===== src/rtl/fetch_unit_if.sv =====
// Handshake bundle between the fetch unit, instruction memory and decode.
// master = fetch unit side, slave = memory/decode/execute side.
interface fetch_unit_if #(
    parameter int unsigned XLEN = 32
);
    logic            imemReqValid;
    logic            imemReqReady;
    logic [XLEN-1:0] imemAddr;
    logic            imemRespValid;
    logic [XLEN-1:0] imemRdata;
    logic            redirect;
    logic [XLEN-1:0] redirectPc;
    logic            instrValid;
    logic            instrReady;
    logic [XLEN-1:0] instrD;
    logic [XLEN-1:0] pcD;
    logic [XLEN-1:0] pcDplus4;

    modport master (
        output imemReqValid, imemAddr, instrValid, instrD, pcD, pcDplus4,
        input  imemReqReady, imemRespValid, imemRdata, redirect, redirectPc, instrReady
    );

    modport slave (
        input  imemReqValid, imemAddr, instrValid, instrD, pcD, pcDplus4,
        output imemReqReady, imemRespValid, imemRdata, redirect, redirectPc, instrReady
    );
endinterface


===== src/rtl/fetch_unit.sv =====
// Instruction fetch: credit-limited requests to instruction memory, in-order
// response queue to decode, redirect with squash of in-flight responses.
module fetch_unit #(
    parameter int unsigned      XLEN     = 32,
    parameter int unsigned      DEPTH    = 4,
    parameter logic [XLEN-1:0]  RESET_PC = '0
) (
    input  logic         clk,
    input  logic         rst,
    fetch_unit_if.master bus
);
    localparam int unsigned PTRW = $clog2(DEPTH);
    localparam int unsigned CNTW = PTRW + 1;
    localparam int unsigned SUMW = CNTW + 1;

    logic [XLEN-1:0] fetchPc;
    logic [XLEN-1:0] respPc;
    logic [CNTW-1:0] count;
    logic [CNTW-1:0] outstanding;
    logic [CNTW-1:0] dropCount;
    logic [PTRW-1:0] headPtr;
    logic [PTRW-1:0] tailPtr;
    logic [XLEN-1:0] instrMem [DEPTH];
    logic [XLEN-1:0] pcMem    [DEPTH];

    logic            reqValid;
    logic            reqFire;
    logic            respKeep;
    logic            popFire;
    logic            headValid;
    logic [XLEN-1:0] redirectBase;
    logic [XLEN-1:0] headPc;

    // Every request in flight owns a queue slot, so the queue cannot overflow.
    assign reqValid     = !rst && !bus.redirect &&
                          ((SUMW'(count) + SUMW'(outstanding)) < SUMW'(DEPTH));
    assign reqFire      = reqValid && bus.imemReqReady;
    assign respKeep     = bus.imemRespValid && !bus.redirect && (dropCount == '0);
    assign headValid    = (count != '0);
    assign popFire      = headValid && bus.instrReady && !bus.redirect;
    assign redirectBase = bus.redirectPc & ~XLEN'(3);

    always_ff @(posedge clk or posedge rst) begin
        if (rst) begin
            fetchPc     <= RESET_PC;
            respPc      <= RESET_PC;
            count       <= '0;
            outstanding <= '0;
            dropCount   <= '0;
            headPtr     <= '0;
            tailPtr     <= '0;
        end else begin
            outstanding <= outstanding + CNTW'(reqFire) - CNTW'(bus.imemRespValid);
            if (bus.redirect) begin
                // Everything still in flight belongs to the squashed path.
                fetchPc   <= redirectBase;
                respPc    <= redirectBase;
                dropCount <= outstanding - CNTW'(bus.imemRespValid);
                count     <= '0;
                headPtr   <= '0;
                tailPtr   <= '0;
            end else begin
                if (reqFire) begin
                    fetchPc <= fetchPc + XLEN'(4);
                end
                if (respKeep) begin
                    respPc  <= respPc + XLEN'(4);
                    tailPtr <= tailPtr + PTRW'(1);
                end
                if (bus.imemRespValid && (dropCount != '0)) begin
                    dropCount <= dropCount - CNTW'(1);
                end
                if (popFire) begin
                    headPtr <= headPtr + PTRW'(1);
                end
                count <= count + CNTW'(respKeep) - CNTW'(popFire);
            end
        end
    end

    // Queue storage needs no reset: the head is masked while the queue is empty.
    always_ff @(posedge clk) begin
        if (respKeep) begin
            instrMem[tailPtr] <= bus.imemRdata;
            pcMem[tailPtr]    <= respPc;
        end
    end

    assign headPc           = headValid ? pcMem[headPtr] : '0;
    assign bus.imemReqValid = reqValid;
    assign bus.imemAddr     = fetchPc;
    assign bus.instrValid   = headValid;
    assign bus.instrD       = headValid ? instrMem[headPtr] : '0;
    assign bus.pcD          = headPc;
    assign bus.pcDplus4     = headPc + XLEN'(4);
endmodule


===== src/flat_wrapper.sv =====
// flat-port wrapper written by rule: the top's interface ports become plain ports
module fetch_unit_flat 
#(
    parameter int unsigned      XLEN     = 32,
    parameter int unsigned      DEPTH    = 4,
    parameter logic [XLEN-1:0]  RESET_PC = '0
)
  (clk, rst, bus_imemReqValid, bus_imemAddr, bus_instrValid, bus_instrD, bus_pcD, bus_pcDplus4, bus_imemReqReady, bus_imemRespValid, bus_imemRdata, bus_redirect, bus_redirectPc, bus_instrReady);
  fetch_unit_if #(.XLEN(XLEN)) bus_i ();
  input  logic clk;
  input  logic rst;
  output wire logic [$bits(bus_i.imemReqValid)-1:0] bus_imemReqValid;
  output wire logic [$bits(bus_i.imemAddr)-1:0] bus_imemAddr;
  output wire logic [$bits(bus_i.instrValid)-1:0] bus_instrValid;
  output wire logic [$bits(bus_i.instrD)-1:0] bus_instrD;
  output wire logic [$bits(bus_i.pcD)-1:0] bus_pcD;
  output wire logic [$bits(bus_i.pcDplus4)-1:0] bus_pcDplus4;
  input wire logic [$bits(bus_i.imemReqReady)-1:0] bus_imemReqReady;
  input wire logic [$bits(bus_i.imemRespValid)-1:0] bus_imemRespValid;
  input wire logic [$bits(bus_i.imemRdata)-1:0] bus_imemRdata;
  input wire logic [$bits(bus_i.redirect)-1:0] bus_redirect;
  input wire logic [$bits(bus_i.redirectPc)-1:0] bus_redirectPc;
  input wire logic [$bits(bus_i.instrReady)-1:0] bus_instrReady;
  assign bus_imemReqValid = bus_i.imemReqValid;
  assign bus_imemAddr = bus_i.imemAddr;
  assign bus_instrValid = bus_i.instrValid;
  assign bus_instrD = bus_i.instrD;
  assign bus_pcD = bus_i.pcD;
  assign bus_pcDplus4 = bus_i.pcDplus4;
  assign bus_i.imemReqReady = bus_imemReqReady;
  assign bus_i.imemRespValid = bus_imemRespValid;
  assign bus_i.imemRdata = bus_imemRdata;
  assign bus_i.redirect = bus_redirect;
  assign bus_i.redirectPc = bus_redirectPc;
  assign bus_i.instrReady = bus_instrReady;
  fetch_unit #(.XLEN(XLEN), .DEPTH(DEPTH), .RESET_PC(RESET_PC)) u_core (.clk(clk), .rst(rst), .bus(bus_i));
endmodule

===== config.mk =====
export PLATFORM = sky130hd
export DESIGN_NAME = fetch_unit_flat
export DESIGN_NICKNAME = d
export VERILOG_FILES = /design/src/rtl/fetch_unit_if.sv /design/src/rtl/fetch_unit.sv /design/src/flat_wrapper.sv
export SDC_FILE = /design/constraint.sdc
export NUM_CORES = 1
export LEC_CHECK = 0
export BUFFER_PORTS_ARGS = -buffer_cell sky130_fd_sc_hd__buf_4
export CAP_MARGIN = 25
export CORE_MARGIN = 5
export CORE_UTILIZATION = 58
export CTS_CLUSTER_DIAMETER = 30
export DETAILED_ROUTE_END_ITERATION = 8
export MAX_ROUTING_LAYER = met4
export PLACE_DENSITY = 0.8
export SYNTH_ARGS = -nofsm -noshare
export SYNTH_HDL_FRONTEND = slang
export SYNTH_SLANG_ARGS = --single-unit

===== constraint.sdc =====
create_clock -name clk -period 3.8 [get_ports clk]
set_clock_uncertainty 0.1 [all_clocks]
set_input_delay 0.19 -clock clk [delete_from_list [all_inputs] [get_ports clk]]
set_output_delay 0.19 -clock clk [all_outputs]
set_load 0.05 [all_outputs]

# Yosys cells after proc, flatten, opt, wreduce, memory -nomap -nowiden
# Memory sizes are Yosys's and may differ from the RTL's.
# Cells that the tools add are included.
# word_totals
register_bits,77
ramBits,256
inputBits,70
out_inout_bits,130
word_cells,54
n_memories,2
# classes
n_addsub,12
order_cmp,1
mux,15
reduce_logical,17
# memory_table
memory,depth,width,read_ports,rd_ports_with_merged_regs,wr,line,source
u_core.instrMem,4,32,1,0,1,fetch_unit.sv:23,logic [XLEN-1:0] instrMem [DEPTH];
u_core.pcMem,4,32,1,0,1,fetch_unit.sv:24,logic [XLEN-1:0] pcMem [DEPTH];
# op_table
op,n
$mux 32,6
$add 32x3->32 const B,3
$mux 3,3
$sub 3x1->3,3
$logic_and 1x1->1,8
$mux 2,4
$reduce_bool 2->1,4
$add 3x1->3,2
$reduce_bool 3->1,2
$add 2x1->2 const B,2
$add 3x3->4,1
$lt 4x3->1 const B,1
$logic_not 3->1,1
$sub 3x1->3 const B,1
$logic_not 1->1,2
$mux 1,2

# Depth between registers and ports, before layout
# Gate-level depths: netlist of the first run.
# logic_depth
word_depth,6
ltp_mapped,13
mapped_depth_nobuf,11

# Worst setup path after synthesis of the first run
# No wires, ideal clock.
# synth_timing
kind,register to output
start,reg u_core.count[1]
end,out bus_pcDplus4[22]
t_arrival_ps,4684
required_time_ps,3510
path_slack_ps,-1174
path_stages_with_launch,14
n_path_buf,3
cell_sequence,dfrtp_1 nor3_1 inv_1 clkbuf_1 clkbuf_1 clkbuf_1 nand2_1 inv_1 ha_1 nand3_2 a2111oi_4 nand4b_4 nor3_2 xor2_1
# synth_via
elab_chain_len,3
# synth_rtl
element,line,source
start: declaration,fetch_unit.sv:18,logic [CNTW-1:0] count;
start signal: assignment,fetch_unit.sv:76,count <= count + CNTW'(respKeep) - CNTW'(popFire);
$reduce_bool 3->1,fetch_unit.sv:39,assign headValid = (count != '0);
net bus_instrValid,flat_wrapper.sv:14,output wire logic [$bits(bus_i.instrValid)-1:0] bus_instrValid;
$mux 32,fetch_unit.sv:89,assign headPc = headValid ? pcMem[headPtr] : '0;
net bus_pcD[2],flat_wrapper.sv:16,output wire logic [$bits(bus_i.pcD)-1:0] bus_pcD;
$add 32x3->32,fetch_unit.sv:95,assign bus.pcDplus4 = headPc + XLEN'(4);
end: declaration,flat_wrapper.sv:17,output wire logic [$bits(bus_i.pcDplus4)-1:0] bus_pcDplus4;
# The timed path passes the listed nets, and every way through them passes these cells.

# Worst setup path after layout of the first run
# layout_timing
start,reg u_core.headPtr[0]
end,out bus_pcDplus4[16]
# layout_via
elab_chain_len,3
# layout_rtl
element,line,source
start: declaration,fetch_unit.sv:21,logic [PTRW-1:0] headPtr;
start signal: assignment,fetch_unit.sv:74,headPtr <= headPtr + PTRW'(1);
$mem_v2 4x32,-,
$mux 32,fetch_unit.sv:89,
$add 32x3->32,fetch_unit.sv:95,
# Every way passes these cells.

==> metrics.log, run 1 <==
[metrics] status: complete, no violations
[metrics] launching instance or port of the critical path: u_core.headPtr[0]$_DFFE_PP0P_
[metrics] number of buffers inserted by port buffering: 191
[metrics] Detailed Place HPWL: 22300 um
[metrics] count of cell types in the netlist: 64
[metrics] gate count after technology mapping: 1029
[metrics] remaining design rule violation count: 0
[metrics] time the final worst path needs with I/O delays and setup: approximately 3.7 ns
[metrics] share of async-settable or async-resettable flops after synthesis: 0.227
[metrics] initial core utilization: 0.587
[metrics] area of the die: ~29000 um^2
[metrics] antenna violation net count after detailed routing: 0
[metrics] share of Yosys cell area claimed by the top area cell type: 0.505
[metrics] Clock Power Share: 0.339
[metrics] Startpoint Class: flop
[metrics] number of antenna violations at the first check in global routing: 1
[metrics] violation count after the first detailed-route iteration: between 1000 and 1500
[metrics] pre-CTS setup slack: 0.330 ns
[metrics] highest cell delay on the worst timing path: approximately 0.55 ns
[metrics] vias in the first global route: approximately 11000
[metrics] # Max-Cap Violations: 0
[metrics] required time reported for the critical path endpoint: about 3.5 ns
[metrics] startpoint of the worst hold path: bus_redirect
[metrics] YS warnings: 0
[metrics] maximum clock frequency: about 0.27 GHz
[metrics] classification of the worst setup path: reg -> out
[metrics] number of top-level pins: 200
[metrics] CP endpoint kind: output pin
[metrics] fraction of power spent switching nets: 0.381
[metrics] Area growth, synth to finish: 31.1%
[metrics] placeable core area: approximately 25000 um^2
[metrics] fin util: 0.770
[metrics] root buffer selected by CTS: clkbuf_16
[metrics] final hold violation count: 0
[metrics] Post-layout nets: 1406
[metrics] dominant cells by area after synthesis: edfxtp_1 (50%), dfrtp_1 (12%), mux4_2 (8.6%), and2_1 (2.7%), nand2_1 (2.6%)
[metrics] CTS clock-pin slew for the worst setup and hold paths: 0.06 ns
[metrics] wire length after detailed routing: roughly 38000 um
[metrics] CP cell instances: mux4_2 -> nand2_4 -> clkinvlp_4 -> ha_1 -> nand3_2 -> a2111oi_4 -> buf_4 -> nand3b_2 -> nor4_4 -> xnor2_2 -> buf_4
[metrics] arrival time reported for the critical path endpoint: 3.37 ns
[metrics] worst-case clock buffer depth: 3
[metrics] average wire length per cell after detail routing: about 22 um
[metrics] part of the power in registers: 0.295
[metrics] CP Buf/Inv Count: 3
[metrics] detail-routed via count per cell: 6.00
[metrics] Leak: 7.33 nW
[metrics] number of levels in the clock H-tree: 2
[metrics] 1st-pass router iterations: 5
[metrics] TritonCTS buffer count: 55
[metrics] most frequent CP cell: buf_4
[metrics] Hold Path Class: in -> reg
[metrics] CTS tree: built
[metrics] power density over the cells: 753 nW/um^2
[metrics] CP max-delay cell: dfrtp_4
[metrics] wire length of the first global-routing pass: about 58000 um
[metrics] share of synthesized area occupied by flip-flops and latches: 0.629
[metrics] pin count of the biggest net entering global routing: 75
[metrics] Final Wtd Congestion: approximately 0.84
[metrics] Power Internal: 9.01 mW
[metrics] Crit path max-delay family: simple AND/OR/NAND/NOR gates
[metrics] fraction of layout instances using a drive strength above 1: 0.304
[metrics] number of slew-limit violations in the final report: 0
[metrics] setup slack after layout: approximately 0.14 ns
[metrics] worst flop-to-flop path startpoint: u_core.count[1]$_DFF_PP0_
[metrics] number of sinks handled by clock tree synthesis: 321
[metrics] count of vias placed by the detailed router: 10200
[metrics] Relative slew margins: 0.370
[metrics] worst slew pin tran: roughly 0.94 ns
[metrics] number of failing setup endpoints in the final timing report: 0
[metrics] Gate power share: 0.366
[metrics] FP Rows: 58
[metrics] Synth Register Bits: roughly 320
[metrics] P_sw: 5.55 mW
[metrics] placed cell area: between 15000 and 20000 um^2
[metrics] synthesized area per cell: between 10 and 15 um^2
[metrics] Tcrit/Tclk final: 0.963
[metrics] worst-skew pair later-pin latency: 0.55 ns
[metrics] global-route usage over all layers: 0.267
[metrics] Die H: approximately 170 um
[metrics] number of flops mapped to enable cells by yosys: 248
[metrics] critical path fanouts, max: 6
[metrics] Most used DFF post-synth: edfxtp_1
[metrics] cell area after synthesis: 14700 um^2
[metrics] post-route design area: 19300 um^2
[metrics] largest area contributor in the synthesized netlist: edfxtp_1
[metrics] DIE WIDTH: ~170 um
[metrics] global-route congestion overflow total: 0
[metrics] maximum resistive drop on vdd: 0.577 mV
## sequential cells by signal, indices dropped and copies added, names as in the netlist
name / cells
u_core.tailPtr: 2
u_core.count: 3
u_core.outstanding: 3
u_core.dropCount: 3
u_core.headPtr: 2
u_core.respPc: 30
u_core.pcMem: 120
u_core.bus.imemAddr: 30
u_core.instrMem: 128
## cells in the final DEF, fill, tap and decap left out, types with 6 or more instances in the layout
| cell type | instances |
|---|---|
| xor2_1 | 31 |
| clkinv_1 | 8 |
| inv_6 | 9 |
| a31oi_1 | 6 |
| nor3_1 | 7 |
| inv_1 | 25 |
| xnor2_2 | 6 |
| o311ai_0 | 7 |
| a21oi_1 | 22 |
| o211ai_1 | 12 |
| nor2_1 | 44 |
| dlygate4sd3_1 | 65 |
| conb_1 | 6 |
| dfrtp_1 | 71 |
| mux4_1 | 7 |
| ha_1 | 17 |
| buf_12 | 6 |
| edfxtp_1 | 248 |
| mux4_2 | 57 |
| and2_1 | 62 |
| buf_4 | 204 |
| mux2_2 | 6 |
| or3_1 | 6 |
| xnor2_1 | 29 |
| nand3_1 | 34 |
| nand4_1 | 28 |
| clkinvlp_4 | 7 |
| o21ai_0 | 44 |
| and3_1 | 12 |
| nand2_1 | 103 |
| clkbuf_16 | 59 |
| o22ai_1 | 6 |
## worst paths after layout
kind	slack (ns)	endpoint	cells after the start
hold / removal	0.04	u_core.respPc[29]$_DFFE_PP0N_	3
min in group asynchronous	0.43	u_core.dropCount[1]$_DFFE_PP0P_	4
setup reg to reg	0.85	u_core.count[2]$_DFF_PP0_	12
setup / recovery	0.14	bus_pcDplus4[16]	11
hold reg to reg	0.45	u_core.pcMem[1][31]$_DFFE_PP_	0
max in group asynchronous	2.48	u_core.headPtr[1]$_DFFE_PP0P_	4
## tightest hold or removal path: cells and delay by family
kind            cells  cell delay (ns)
buf+inv             1             0.28
simple gates        1             0.11
compound gates      1             0.05
## power groups by stage
stage | combinational (mW) | clock (mW) | sequential, mW
finish | 5.33 | 4.93 | 4.29
global route | 5.62 | 5.19 | 4.32
CTS | 5.30 | 4.99 | 4.30
detailed placement | 5.21 | 0 | 4.35
global placement | 5.12 | 0 | 4.34
floorplan | 3.73 | 0 | 4.43
## per-layer routing
layer  track usage  wire [um]  vias up
li1              -          -     4469
met1         0.358      14700     5018
met2         0.423      18400      582
met3        0.0452       3280       95
met4        0.0889       1160        0
met5             -          0        -
## metrics by stage
step	instances	hold WS (ns)	setup TNS [ns]	total power [mW]
after detailed placement	1521	0.293	0	9.56
after floorplan	1034	0.189	-0.0959	8.16
after CTS	1691	0.0314	-0.0344	14.6
after global routing	1694	0.0657	-0.00637	15.1
final	1694	0.0388	0	14.6
after global placement	1521	0.292	0	9.46
## what timing repair did
| item | 4_1_cts | 5_1_grt |
|---|---|---|
| pin swaps | 1 | 2 |
| endpoints found under the setup margin | 9 | 10 |
| hold endpoints to repair | 265 | 0 |
| resized for setup | 0 | 12 |
| hold buffers | 65 | 0 |
| buffers inserted | 2 | 2 |
## cell type report
class | count | area (um^2)
multi-input combinational | 632 | 5270
sequential | 321 | 9280
fill | 1377 | 5780
clock buffer | 62 | 1500
clock inverter | 41 | 394
antenna | 1 | 2.50
timing repair buffer | 278 | 2350
tap | 330 | 413
inverter | 29 | 116
## cell usage after synthesis, types with 7 or more instances
library cell / count
buf_4: 10
and2_1: 63
nand3_1: 34
mux4_2: 56
clkbuf_1: 19
buf_2: 10
and3_1: 16
inv_1: 28
mux4_1: 8
nor3_1: 7
xnor2_1: 35
o311ai_0: 7
a21oi_1: 22
nand2_1: 104
nand4_1: 28
dfrtp_1: 73
edfxtp_1: 248
o211ai_1: 12
nor2_1: 47
o21ai_0: 44
ha_1: 17
xor2_1: 37
## logic make-up (layout without fill, tap and decap cells)
logic type	after synthesis	count (layout)	share of synthesized area
AOI/OAI and AO/OA	114	114	0.0480
muxes	72	72	0.106
buffers and inverters	81	410	0.0288
other	1	7	0.000254
adders and majority gates	19	19	0.0171
and+or+nand+nor	349	349	0.128
DFF	321	321	0.629
xor gates and xnor gates	72	72	0.0428
No activity file was read; power rests on OpenSTA's default activity.
==> run 2, diff against run 1 <==
--- a/config.mk
+++ b/config.mk
@@ -8,11 +8,11 @@
 export BUFFER_PORTS_ARGS = -buffer_cell sky130_fd_sc_hd__buf_4
 export CAP_MARGIN = 25
 export CORE_MARGIN = 5
-export CORE_UTILIZATION = 58
+export CORE_UTILIZATION = 60
 export CTS_CLUSTER_DIAMETER = 30
 export DETAILED_ROUTE_END_ITERATION = 8
 export MAX_ROUTING_LAYER = met4
-export PLACE_DENSITY = 0.8
+export PLACE_DENSITY = 0.83
 export SYNTH_ARGS = -nofsm -noshare
 export SYNTH_HDL_FRONTEND = slang
 export SYNTH_SLANG_ARGS = --single-unit
==> constraint.sdc (replaced) <==
create_clock -name clk -period 4.7 [get_ports clk]
set_clock_uncertainty 0.1 [all_clocks]
set_input_delay 0.235 -clock clk [delete_from_list [all_inputs] [get_ports clk]]
set_output_delay 0.235 -clock clk [all_outputs]
set_load 0.05 [all_outputs]
==> metrics.log, run 2 (synthesis gave the netlist of run 1 again) <==
[metrics] number of top-level pins: 200 (unchanged)
[metrics] P_sw: 4.47 mW (was 5.55 mW)
[metrics] FF-to-FF End: u_core.bus.imemAddr[20]$_DFFE_PP0P_ (was u_core.count[2]$_DFF_PP0_)
[metrics] max FFs per register: 128 (unchanged)
[metrics] highest cell delay on the worst timing path: 0.88 ns (was 0.55 ns)
[metrics] Detailed Place HPWL: 21900 um (was 22300 um)
[metrics] Post-layout nets: 1399 (was 1406)
[metrics] CP max-delay cell: dfrtp_4 (unchanged)
[metrics] worst-case clock buffer depth: 3 (unchanged)
[metrics] worst slew pin tran: 0.975 ns (was 0.939 ns)
[metrics] CP Buf/Inv Count: 3 (unchanged)
[metrics] Final Wtd Congestion: 0.884 (was 0.838)
[metrics] CTS tree: built (unchanged)
[metrics] worst hold endpoint: u_core.headPtr[0]$_DFFE_PP0P_ (was u_core.respPc[29]$_DFFE_PP0N_)
[metrics] Gate power share: 0.357 (was 0.366)
[metrics] 1st-pass router iterations: 5 (unchanged)
[metrics] Power Internal: 7.19 mW (was 9.01 mW)
[metrics] critical path fanouts, max: 55 (was 6)
[metrics] CP cell instances: buf_4 -> mux4_1 -> nand2_1 -> inv_1 -> nand2_1 -> nand4bb_1 -> or3_1 -> a21oi_1 -> buf_4 (was mux4_2 -> nand2_4 -> clkinvlp_4 -> ha_1 -> nand3_2 -> a2111oi_4 -> buf_4 -> nand3b_2 -> nor4_4 -> xnor2_2 -> buf_4)
[metrics] CP endpoint kind: output pin (unchanged)
[metrics] fraction of power spent switching nets: 0.383 (was 0.381)
[metrics] worst-skew pair later-pin latency: 0.56 ns (was 0.55 ns)
[metrics] Clock Power Share: 0.339 (about the same)
[metrics] CTS clock-pin slew for the worst setup and hold paths: 0.05 ns (was 0.06 ns)
[metrics] number of levels in the clock H-tree: 2 (unchanged)
[metrics] area of the die: 27800 um^2 (was 28700 um^2)
[metrics] global-route usage over all layers: 0.287 (was 0.267)
[metrics] most common cell after layout, fill and taps aside: edfxtp_1 (unchanged)
[metrics] global-route congestion overflow total: 0 (unchanged)
[metrics] remaining design rule violation count: 0 (unchanged)
[metrics] # Max-Cap Violations: 0 (unchanged)
[metrics] antenna violation net count after detailed routing: 0 (unchanged)
[metrics] antenna fix cells: 0 (was 1)
[metrics] Register-to-Register Path Depth: 8 (was 12)
[metrics] part of the power in registers: 0.303 (was 0.295)
[metrics] wire length after detailed routing: 38400 um (was 37500 um)
[metrics] DIE WIDTH: 167 um (was 169 um)
[metrics] pre-CTS setup slack: 1.17 ns (was 0.330 ns)
[metrics] classification of the worst setup path: reg -> out (unchanged)
[metrics] TritonCTS buffer count: 53 (was 55)
[metrics] number of buffers inserted by port buffering: 191 (unchanged)
[metrics] r2r setup slk: 1.28 ns (was 0.85 ns)
[metrics] status: complete, no violations (unchanged)
[metrics] number of antenna violations at the first check in global routing: 0 (was 1)
[metrics] average wire length per cell after detail routing: 22.9 um (was 22.1 um)
[metrics] setup slack after layout: 0.436 ns (was 0.141 ns)
[metrics] required time reported for the critical path endpoint: 4.37 ns (was 3.51 ns)
[metrics] RSZ-0062 raised after global routing: no
[metrics] startpoint of the worst hold path: bus_redirect (unchanged)
[metrics] worst flop-to-flop path startpoint: u_core.count[1]$_DFF_PP0_ (unchanged)
[metrics] number of sinks handled by clock tree synthesis: 321 (unchanged)
[metrics] time the final worst path needs with I/O delays and setup: about 4.3 ns
[metrics] biggest registers after layout: u_core.instrMem x128, u_core.pcMem x120 (unchanged)
[metrics] wire length of the first global-routing pass: 60900 um (was 58200 um)
[metrics] Hold Path Class: in -> reg (unchanged)
[metrics] power density over the cells: 613 nW/um^2 (was 753 nW/um^2)
[metrics] count of vias placed by the detailed router: 10200 (about the same)
[metrics] placeable core area: 24200 um^2 (was 25100 um^2)
[metrics] worst hold path cell count: 2 (was 3)
[metrics] FP Rows: 57 (was 58)
[metrics] Leak: 7.14 nW (was 7.33 nW)
[metrics] root buffer selected by CTS: clkbuf_16 (unchanged)
[metrics] Area growth, synth to finish: 29.0% (was 31.1%)
[metrics] initial core utilization: 0.608 (was 0.587)
[metrics] number of slew-limit violations in the final report: 0 (unchanged)
[metrics] Relative slew margins: 0.348 (was 0.370)
[metrics] Tcrit/Tclk final: 0.907
[metrics] Die H: 167 um (was 169 um)
[metrics] arrival time reported for the critical path endpoint: 3.93 ns (was 3.37 ns)
[metrics] Crit path max-delay family: buffers and inverters (was simple AND/OR/NAND/NOR gates)
[metrics] sum of negative setup slack: 0 ns (unchanged)
[metrics] leading cell types in the layout, fill and taps excluded: edfxtp_1 (248), buf_4 (204), nand2_1 (104) (was edfxtp_1 (248), buf_4 (204), nand2_1 (103))
[metrics] violation count after the first detailed-route iteration: 1045 (was 1160)
[metrics] fraction of layout instances using a drive strength above 1: 0.292 (was 0.304)
[metrics] final hold violation count: 0 (unchanged)
[metrics] maximum resistive drop on vdd: 0.380 mV (was 0.577 mV)
[metrics] register with the highest flop count: u_core.instrMem (unchanged)
[metrics] Startpoint Class: flop (unchanged)
[metrics] vias in the first global route: 10700 (was 10500)
[metrics] Setup Buffers After CTS: 0 (was 2)
[metrics] pin count of the biggest net entering global routing: 75 (unchanged)
[metrics] maximum clock frequency: between 0.2 and 0.25 GHz
[metrics] number of failing setup endpoints in the final timing report: 0 (unchanged)
[metrics] detail-routed via count per cell: 6.09 (was 6.00)
-- run 2: changes by cell type in the layout (fill, tap and decap cells not counted), moves of 4 or more --
| cell | before | now |
|---|---|---|
| clkinvlp_4 | 7 | 12 |
| nor3_2 | 0 | 4 |
| inv_8 | 5 | 1 |
| clkbuf_16 | 59 | 54 |
| nor3_4 | 4 | 0 |
| xnor2_2 | 6 | 1 |
| xnor2_1 | 29 | 34 |
| xor2_2 | 1 | 5 |
| xor2_4 | 5 | 0 |
-- run 2: area by class of cell --
class,instances,area [um^2]
timing repair buffer,273,2270
tap,324,405
sequential,321,9280
fill,1290,5220
multi-input combinational,632,5120
inverter,29,109
clock inverter,43,482
clock buffer,57,1360
-- run 2: stage by stage --
step | cells | utilization | hold slack [ns] | instance area, um^2 | power [mW]
after CTS | 1678 | 0.784 | 0.0809 | 19000 | 11.7
after detailed placement | 1513 | 0.681 | 0.338 | 16500 | 7.64
final | 1679 | 0.785 | 0.0936 | 19000 | 11.7
after floorplan | 1034 | - | 0.234 | 14800 | 6.52
after global routing | 1679 | 0.785 | 0.125 | 19000 | 12.1
after global placement | 1513 | 0.681 | 0.336 | 16500 | 7.56
-- run 2: worst max path at each step --
stage,from,endpoint,slack [ns],cells after the start
2_1_floorplan,u_core.count[2]$_DFF_PP0_,bus_pcDplus4[16],0.21,13
3_3_place_gp,u_core.headPtr[1]$_DFFE_PP0P_,bus_pcDplus4[19],1.22,8
3_5_place_dp,u_core.headPtr[1]$_DFFE_PP0P_,bus_pcDplus4[30],1.17,8
4_1_cts,u_core.headPtr[1]$_DFFE_PP0P_,bus_pcDplus4[23],0.50,9
5_1_grt,u_core.headPtr[1]$_DFFE_PP0P_,bus_pcDplus4[23],0.29,9
6_report,u_core.headPtr[1]$_DFFE_PP0P_,bus_pcDplus4[23],0.44,9
-- run 2: what timing repair did --
action                                  in CTS  in global routing
endpoints found under the setup margin       0                  0
endpoints found under the hold margin      264                  0
hold buffers                                65                  0
resized for setup                            0                  0
-- run 2: power by group through the flow --
stage,clock (mW),sequential [mW],combinational (mW)
final,3.96,3.54,4.17
after global routing,4.14,3.57,4.38
after CTS,3.97,3.53,4.16
after detailed placement,0,3.57,4.06
after global placement,0,3.56,4.00
after floorplan,0,3.58,2.94
-- run 2: routing by layer --
| layer | track usage | up-vias | routed length, um |
|---|---|---|---|
| met4 | 0.0896 | 0 | 936 |
| met2 | 0.464 | 613 | 19300 |
| met1 | 0.377 | 5077 | 14900 |
| met3 | 0.0507 | 79 | 3360 |
| li1 | - | 4448 | - |
| met5 | - | - | 0 |
-- run 2: worst reg2reg max path: cells and delay by family, from the launching register on --
family	cells	cell delay, ns
DFF	1	0.43
AOI/OAI and AO/OA	2	0.41
adders and majority gates	1	0.30
and+or+nand+nor	3	1.18
buffers and inverters	2	0.87
